## config.mk

```make
export PLATFORM = sky130hd
export DESIGN_NAME = block_code_a20_decoder
export DESIGN_NICKNAME = d
export VERILOG_FILES = /design/src/rtl/block_code_a20_decoder.sv
export SDC_FILE = /design/constraint.sdc
export NUM_CORES = 1
export LEC_CHECK = 0
export CORE_MARGIN = 4
export CORE_UTILIZATION = 35
export CTS_BUF_LIST = sky130_fd_sc_hd__clkbuf_8
export DETAILED_ROUTE_END_ITERATION = 6
export PLACE_DENSITY = 0.48
export REMOVE_ABC_BUFFERS = 1
export SYNTH_ARGS = -nofsm -noshare
export SYNTH_HDL_FRONTEND = slang
export SYNTH_SLANG_ARGS = --single-unit
```

## constraint.sdc

```tcl
create_clock -name clk -period 19.5 [get_ports clk]
set_clock_uncertainty 0.2 [all_clocks]
set_input_delay 4.875 -clock clk [delete_from_list [all_inputs] [get_ports clk]]
set_output_delay 4.875 -clock clk [all_outputs]
set_load 0.02 [all_outputs]
```

## src/rtl/block_code_a20_decoder.sv

```systemverilog
// Soft-decision ML decoder for the (20,A) PUCCH/CQI block code, A = 1..13.
// Optional macro A20_TLAST_CHECK_EN adds the frame_err port and tlast framing checks.
module block_code_a20_decoder #(
  parameter int DATA_WIDTH  = 8,
  parameter int NUM_SYMBOLS = 20
) (
  input  logic                  clk,
  input  logic                  arst,
  input  logic [3:0]            code_length,
  input  logic                  code_length_valid,
  input  logic [DATA_WIDTH-1:0] s_axis_tdata,
  input  logic                  s_axis_tvalid,
  output logic                  s_axis_tready,
  input  logic                  s_axis_tlast,
  output logic                  m_axis_tdata,
  output logic                  m_axis_tvalid,
  input  logic                  m_axis_tready,
  output logic                  m_axis_tlast
`ifdef A20_TLAST_CHECK_EN
  ,
  output logic                  frame_err
`endif
);

  localparam int MW = DATA_WIDTH + 5;
  localparam logic [4:0] LAST_BEAT = 5'(NUM_SYMBOLS - 1);

  // Basis rows M_i,0..M_i,12; the leftmost literal bit is column 0.
  localparam logic [0:12] BASIS [20] = '{
    13'b1100000000110, 13'b1110000001110, 13'b1001001011111, 13'b1011000010111,
    13'b1111000100111, 13'b1100101110111, 13'b1010101011111, 13'b1001100110111,
    13'b1101100101111, 13'b1011101001111, 13'b1010011101111, 13'b1110011010111,
    13'b1001010111111, 13'b1101010101111, 13'b1000110100101, 13'b1100111101101,
    13'b1110111001011, 13'b1001110010011, 13'b1101111100000, 13'b1000011000000
  };

  typedef enum logic [1:0] {IDLE, LOAD, SEARCH, OUTPUT} state_e;

  state_e                       state_q;
  logic signed [DATA_WIDTH-1:0] llr_q [NUM_SYMBOLS];
  logic [4:0]                   beatCnt_q;
  logic [3:0]                   codeLen_q;
  logic [12:0]                  cand_q;
  logic [12:0]                  bestMsg_q;
  logic signed [MW-1:0]         bestMetric_q;
  logic [3:0]                   bitIdx_q;
  logic                         tready_q;
  logic                         tvalid_q;
  logic                         tdata_q;
  logic                         tlast_q;

  logic signed [MW-1:0]         metric;
  logic signed [MW-1:0]         term;
  logic                         cwBit;
  logic [12:0]                  candMax;
  logic                         takeCand;
  logic [12:0]                  bestMsg_d;
  logic                         beatAccept;
  logic                         lastBeat;
  logic                         abortBeat;
  logic                         lenAccept;

  // Correlation of the current candidate's codeword against the stored LLRs.
  always_comb begin
    metric = '0;
    term   = '0;
    cwBit  = 1'b0;
    for (int i = 0; i < NUM_SYMBOLS; i++) begin
      cwBit = 1'b0;
      for (int n = 0; n < 13; n++) begin
        cwBit = cwBit ^ (cand_q[n] & BASIS[i][n]);
      end
      term   = {{5{llr_q[i][DATA_WIDTH-1]}}, llr_q[i]};
      metric = cwBit ? (metric - term) : (metric + term);
    end
  end

  assign candMax    = 13'((14'd1 << codeLen_q) - 14'd1);
  assign takeCand   = (cand_q == '0) || (metric > bestMetric_q);
  assign bestMsg_d  = takeCand ? cand_q : bestMsg_q;
  assign beatAccept = (state_q == LOAD) && tready_q && s_axis_tvalid;
  assign lastBeat   = (beatCnt_q == LAST_BEAT);
  assign lenAccept  = code_length_valid && (code_length != 4'd0) && (code_length <= 4'd13)
                      && ((state_q == IDLE) || (state_q == LOAD)) && (beatCnt_q == 5'd0);

`ifdef A20_TLAST_CHECK_EN
  logic frameErr_q;
  assign abortBeat = s_axis_tlast && !lastBeat;
  assign frame_err = frameErr_q;

  always_ff @(posedge clk or posedge arst) begin
    if (arst) begin
      frameErr_q <= 1'b0;
    end else begin
      frameErr_q <= beatAccept && (s_axis_tlast != lastBeat);
    end
  end
`else
  logic unusedTlast;
  assign abortBeat   = 1'b0;
  assign unusedTlast = s_axis_tlast;
`endif

  always_ff @(posedge clk or posedge arst) begin
    if (arst) begin
      state_q      <= IDLE;
      for (int i = 0; i < NUM_SYMBOLS; i++) llr_q[i] <= '0;
      beatCnt_q    <= '0;
      codeLen_q    <= 4'd13;
      cand_q       <= '0;
      bestMsg_q    <= '0;
      bestMetric_q <= '0;
      bitIdx_q     <= '0;
      tready_q     <= 1'b0;
      tvalid_q     <= 1'b0;
      tdata_q      <= 1'b0;
      tlast_q      <= 1'b0;
    end else begin
      if (lenAccept) codeLen_q <= code_length;
      case (state_q)
        IDLE: begin
          state_q   <= LOAD;
          tready_q  <= 1'b1;
          beatCnt_q <= '0;
        end
        LOAD: begin
          if (beatAccept) begin
            llr_q[beatCnt_q] <= s_axis_tdata;
            if (abortBeat) begin
              beatCnt_q <= '0;
            end else if (lastBeat) begin
              beatCnt_q <= '0;
              tready_q  <= 1'b0;
              cand_q    <= '0;
              state_q   <= SEARCH;
            end else begin
              beatCnt_q <= beatCnt_q + 5'd1;
            end
          end
        end
        SEARCH: begin
          bestMsg_q <= bestMsg_d;
          if (takeCand) bestMetric_q <= metric;
          if (cand_q == candMax) begin
            state_q  <= OUTPUT;
            tvalid_q <= 1'b1;
            tdata_q  <= bestMsg_d[0];
            tlast_q  <= (codeLen_q == 4'd1);
            bitIdx_q <= '0;
          end else begin
            cand_q <= cand_q + 13'd1;
          end
        end
        OUTPUT: begin
          // Data and last only advance on a handshake so they stay stable under backpressure.
          if (m_axis_tready) begin
            if (tlast_q) begin
              tvalid_q <= 1'b0;
              tdata_q  <= 1'b0;
              tlast_q  <= 1'b0;
              tready_q <= 1'b1;
              state_q  <= LOAD;
            end else begin
              bitIdx_q <= bitIdx_q + 4'd1;
              tdata_q  <= bestMsg_q[bitIdx_q + 4'd1];
              tlast_q  <= ((bitIdx_q + 4'd2) == codeLen_q);
            end
          end
        end
        default: state_q <= IDLE;
      endcase
    end
  end

  assign s_axis_tready = tready_q;
  assign m_axis_tvalid = tvalid_q;
  assign m_axis_tdata  = tdata_q;
  assign m_axis_tlast  = tlast_q;

endmodule

```

==> results.txt <==
The flow ran to the end, and the final reports show no timing, DRC or antenna violations. In this run the vertical extent of the chip is 262 um. The post-layout minimum cycle time came out at 18.15 ns. The synthesized instance count is 2635. The final hold violation count was 0. The tree is rooted in a sky130_fd_sc_hd__clkbuf_8. The CTS buffer count is 48.

The post-synth design cell area is 22600 sq um. The final number of setup-violating endpoints is 0. After synthesis the netlist holds a flip-flop and latch count of 218.

The most frequent standard cell in the layout excluding fill and tap cells is sky130_fd_sc_hd__nor2_1. The violation count after the first detailed-route iteration is 742. The number of different library cells in the post-synthesis netlist came out at 71. The first-pass iteration count of the detailed router is 7. Data arrives at the worst endpoint at 18.47 ns. On the critical path, the stage with the largest delay is an instance of sky130_fd_sc_hd__dfrtp_2. The count of synthesis-stage warnings from yosys is 0.

In this design, the stage delay of the slowest critical-path cell is 0.41 ns. The min-delay analysis places its worst path in the category flip-flop to flip-flop. The required time of the worst setup path is 19.82 ns. The count of flip-flops with a built-in enable after synthesis is 0.

The clock edge transition at the registers on the reported setup and hold paths came out at 0.06 ns. The worst path uses 93.1% of the clock period. The sum of negative setup slack is 0 ns. The sequential cell area fraction in the yosys report is 24.2%. TritonCTS built the clock tree. Setup repair after global routing left no endpoint under its margin. The number of vias per cell came out at 5.03.

Global routing used 17.0% of the available tracks across all layers. After detailed routing, the number of remaining DRC violations is 0. The starting density of the core is 35.6%. The number of max-slew violations in the final report came out at 0. The wire-length estimate of the detail-placed layout is 43700 um. The routability-driven placement congestion ratio came out at 0.799. The maximum operating frequency is 55.1 MHz.

The area growth from synthesis to layout is 9.75%. In the layout the commonest cells are sky130_fd_sc_hd__nor2_1, sky130_fd_sc_hd__ha_1, sky130_fd_sc_hd__xnor2_1. The post-detailed-route wirelength per cell came out at 16.4 um. The die area came out at 68700 sq um. The core region area is 63500 sq um. The number of antenna violations at the first check in global routing came to 1. The actual slew at the worst max-slew pin came out at 1.20 ns. Summing over every cut layer, the via total after detailed routing is 17800. The count of maximum capacitance violations came out at 0.

The level count of the clock H-tree is 2. STA classifies the critical path endpoint as a flip-flop. The most used flip-flop cell after synthesis is sky130_fd_sc_hd__dfrtp_1. The total number of clock tree sinks is 218. The I/O pin total came out at 22.

The row count came out at 92. In this run, post-CTS hold repair placed 0 buffers. The relative max-transition margin is 19.4%. The total global routing overflow came out at 0. The async set or reset register ratio after synthesis came out at 100%. The worst setup path is launched from a flip-flop. The post-route core utilization is 39.0%. The number of global-route vias before repair is 18200.

The global-route wire length before repair came out at 93900 um. The net count of the finished layout is 2966. In this run the horizontal extent of the chip is 262 um. The maximum number of pins on one net before global-route repair is 81. The cell repeated most along the worst path is sky130_fd_sc_hd__ha_1.

The clock tree buffer depth is 3. The number of antenna-violating nets in the routed design came out at 0. Of the cells placed in the final design, the portion with a size suffix greater than 1 is 10.2%. For this block, the routed nets add up to 58000 um of wire.

In this run the worst path has a maximum fanout of 18. The clock latency on the worst-skew pair is 0.65 ns. The mean instance size in the synthesized netlist came out at 8.58 sq um. The number of input and output port buffers inserted is 20. The worst setup path is of the flip-flop to flip-flop kind.
metrics by stage:
stage	hold WS, ns	worst slack (ns)	instance area, sq um	instances
2_1_floorplan	0.242	1.15	22200	2541
3_3_place_gp	0.265	0.189	23800	3448
3_5_place_dp	0.281	0.211	23800	3448
4_1_cts	0.294	0.0171	24700	3531
5_1_grt	0.306	0.00681	24800	3534
6_report	0.291	1.35	24800	3534
state kept, by name, indices dropped and copies added (netlist names):
name,cells
llr_q,160
bestMetric_q,13
bestMsg_q,13
cand_q,13
beatCnt_q,5
bitIdx_q,4
codeLen_q,4
state_q,2
m_axis_tdata,1
m_axis_tlast,1
m_axis_tvalid,1
s_axis_tready,1
critical path: cells and delay by family, from the launching register on:
family                   cells  cell delay [ns]
adder cells (fa/ha/maj)     21             6.73
AO/OA/AOI/OAI               25             5.08
AND/OR/NAND/NOR             22             2.00
XOR/XNOR                    10             1.97
buffers and inverters        6             0.95
multiplexers                 2             0.64
flip-flops                   1             0.41
path summary, 6_finish.rpt:
kind                                                    from                      endpoint  slack (ns)  depth (start not counted)
min in group asynchronous                               arst        llr_q[159]$_DFFE_PP0P_        4.53                          2
worst min-delay path            bestMetric_q[11]$_DFFE_PP0P_  bestMetric_q[11]$_DFFE_PP0P_        0.29                          2
worst min register to register  bestMetric_q[11]$_DFFE_PP0P_  bestMetric_q[11]$_DFFE_PP0P_        0.29                          2
max in group asynchronous                               arst         llr_q[36]$_DFFE_PP0P_       12.10                          4
worst max-delay path                   cand_q[1]$_DFFE_PP0P_      bestMsg_q[5]$_DFFE_PP0P_        1.35                         86
worst max register to register         cand_q[1]$_DFFE_PP0P_      bestMsg_q[5]$_DFFE_PP0P_        1.35                         86
layer usage:
layer | global-route usage, % | share of wire, % | wire (um)
met5 | 0 | 0 | 0
met2 | 28.4 | 46 | 26500
met3 | 2.53 | 3.1 | 1790
met4 | 4.48 | 2.2 | 1260
met1 | 23.1 | 49 | 28500
layout make-up:
class	count	area, sq um
sequential	218	5460
timing repair buffer	63	524
inverter	190	721
tap	846	1060
fill	6466	38700
clock inverter	25	141
antenna	1	2.50
multi-input combinational	2133	16100
clock buffer	58	798
Yosys cell counts, types with 7 or more instances:
cell type | number | area, sq um
sky130_fd_sc_hd__a211oi_1 | 11 | 82.6
sky130_fd_sc_hd__a21boi_0 | 55 | 413
sky130_fd_sc_hd__a21o_1 | 42 | 315
sky130_fd_sc_hd__a21oi_1 | 182 | 911
sky130_fd_sc_hd__a31oi_1 | 9 | 56.3
sky130_fd_sc_hd__and3_1 | 13 | 81.3
sky130_fd_sc_hd__buf_1 | 17 | 63.8
sky130_fd_sc_hd__clkbuf_1 | 69 | 259
sky130_fd_sc_hd__dfrtp_1 | 215 | 5380
sky130_fd_sc_hd__fa_1 | 19 | 380
sky130_fd_sc_hd__ha_1 | 275 | 3440
sky130_fd_sc_hd__inv_1 | 190 | 713
sky130_fd_sc_hd__mux2_2 | 128 | 1440
sky130_fd_sc_hd__mux2i_1 | 69 | 691
sky130_fd_sc_hd__nand2_1 | 183 | 687
sky130_fd_sc_hd__nand2b_1 | 26 | 163
sky130_fd_sc_hd__nand3_1 | 35 | 175
sky130_fd_sc_hd__nand4_1 | 9 | 56.3
sky130_fd_sc_hd__nor2_1 | 285 | 1070
sky130_fd_sc_hd__nor2b_1 | 36 | 225
sky130_fd_sc_hd__nor3_1 | 70 | 350
sky130_fd_sc_hd__nor3b_1 | 12 | 90.1
sky130_fd_sc_hd__nor4_1 | 13 | 81.3
sky130_fd_sc_hd__o21a_1 | 23 | 173
sky130_fd_sc_hd__o21ai_0 | 189 | 946
sky130_fd_sc_hd__o31ai_1 | 8 | 60.1
sky130_fd_sc_hd__xnor2_1 | 242 | 2120
sky130_fd_sc_hd__xnor2_2 | 7 | 114
sky130_fd_sc_hd__xnor3_1 | 13 | 293
sky130_fd_sc_hd__xor2_1 | 97 | 850
logic make-up after synthesis:
group                      synth area share, %
DFF                                       24.2
adders and majority gates                 16.9
AOI/OAI and AO/OA                         14.9
and+or+nand+nor                           14.1
muxes                                     9.83
xor gates and xnor gates                  15.3
buffers and inverters                     4.80
what timing repair did:
action,CTS,global route
endpoints found under the hold margin,0,0
setup buffers,0,2
gates resized for setup,0,61
endpoints found under the setup margin,0,27
Power is not shown: default switching activity piles up to over one toggle a cycle in this logic, so the estimate is an artifact.
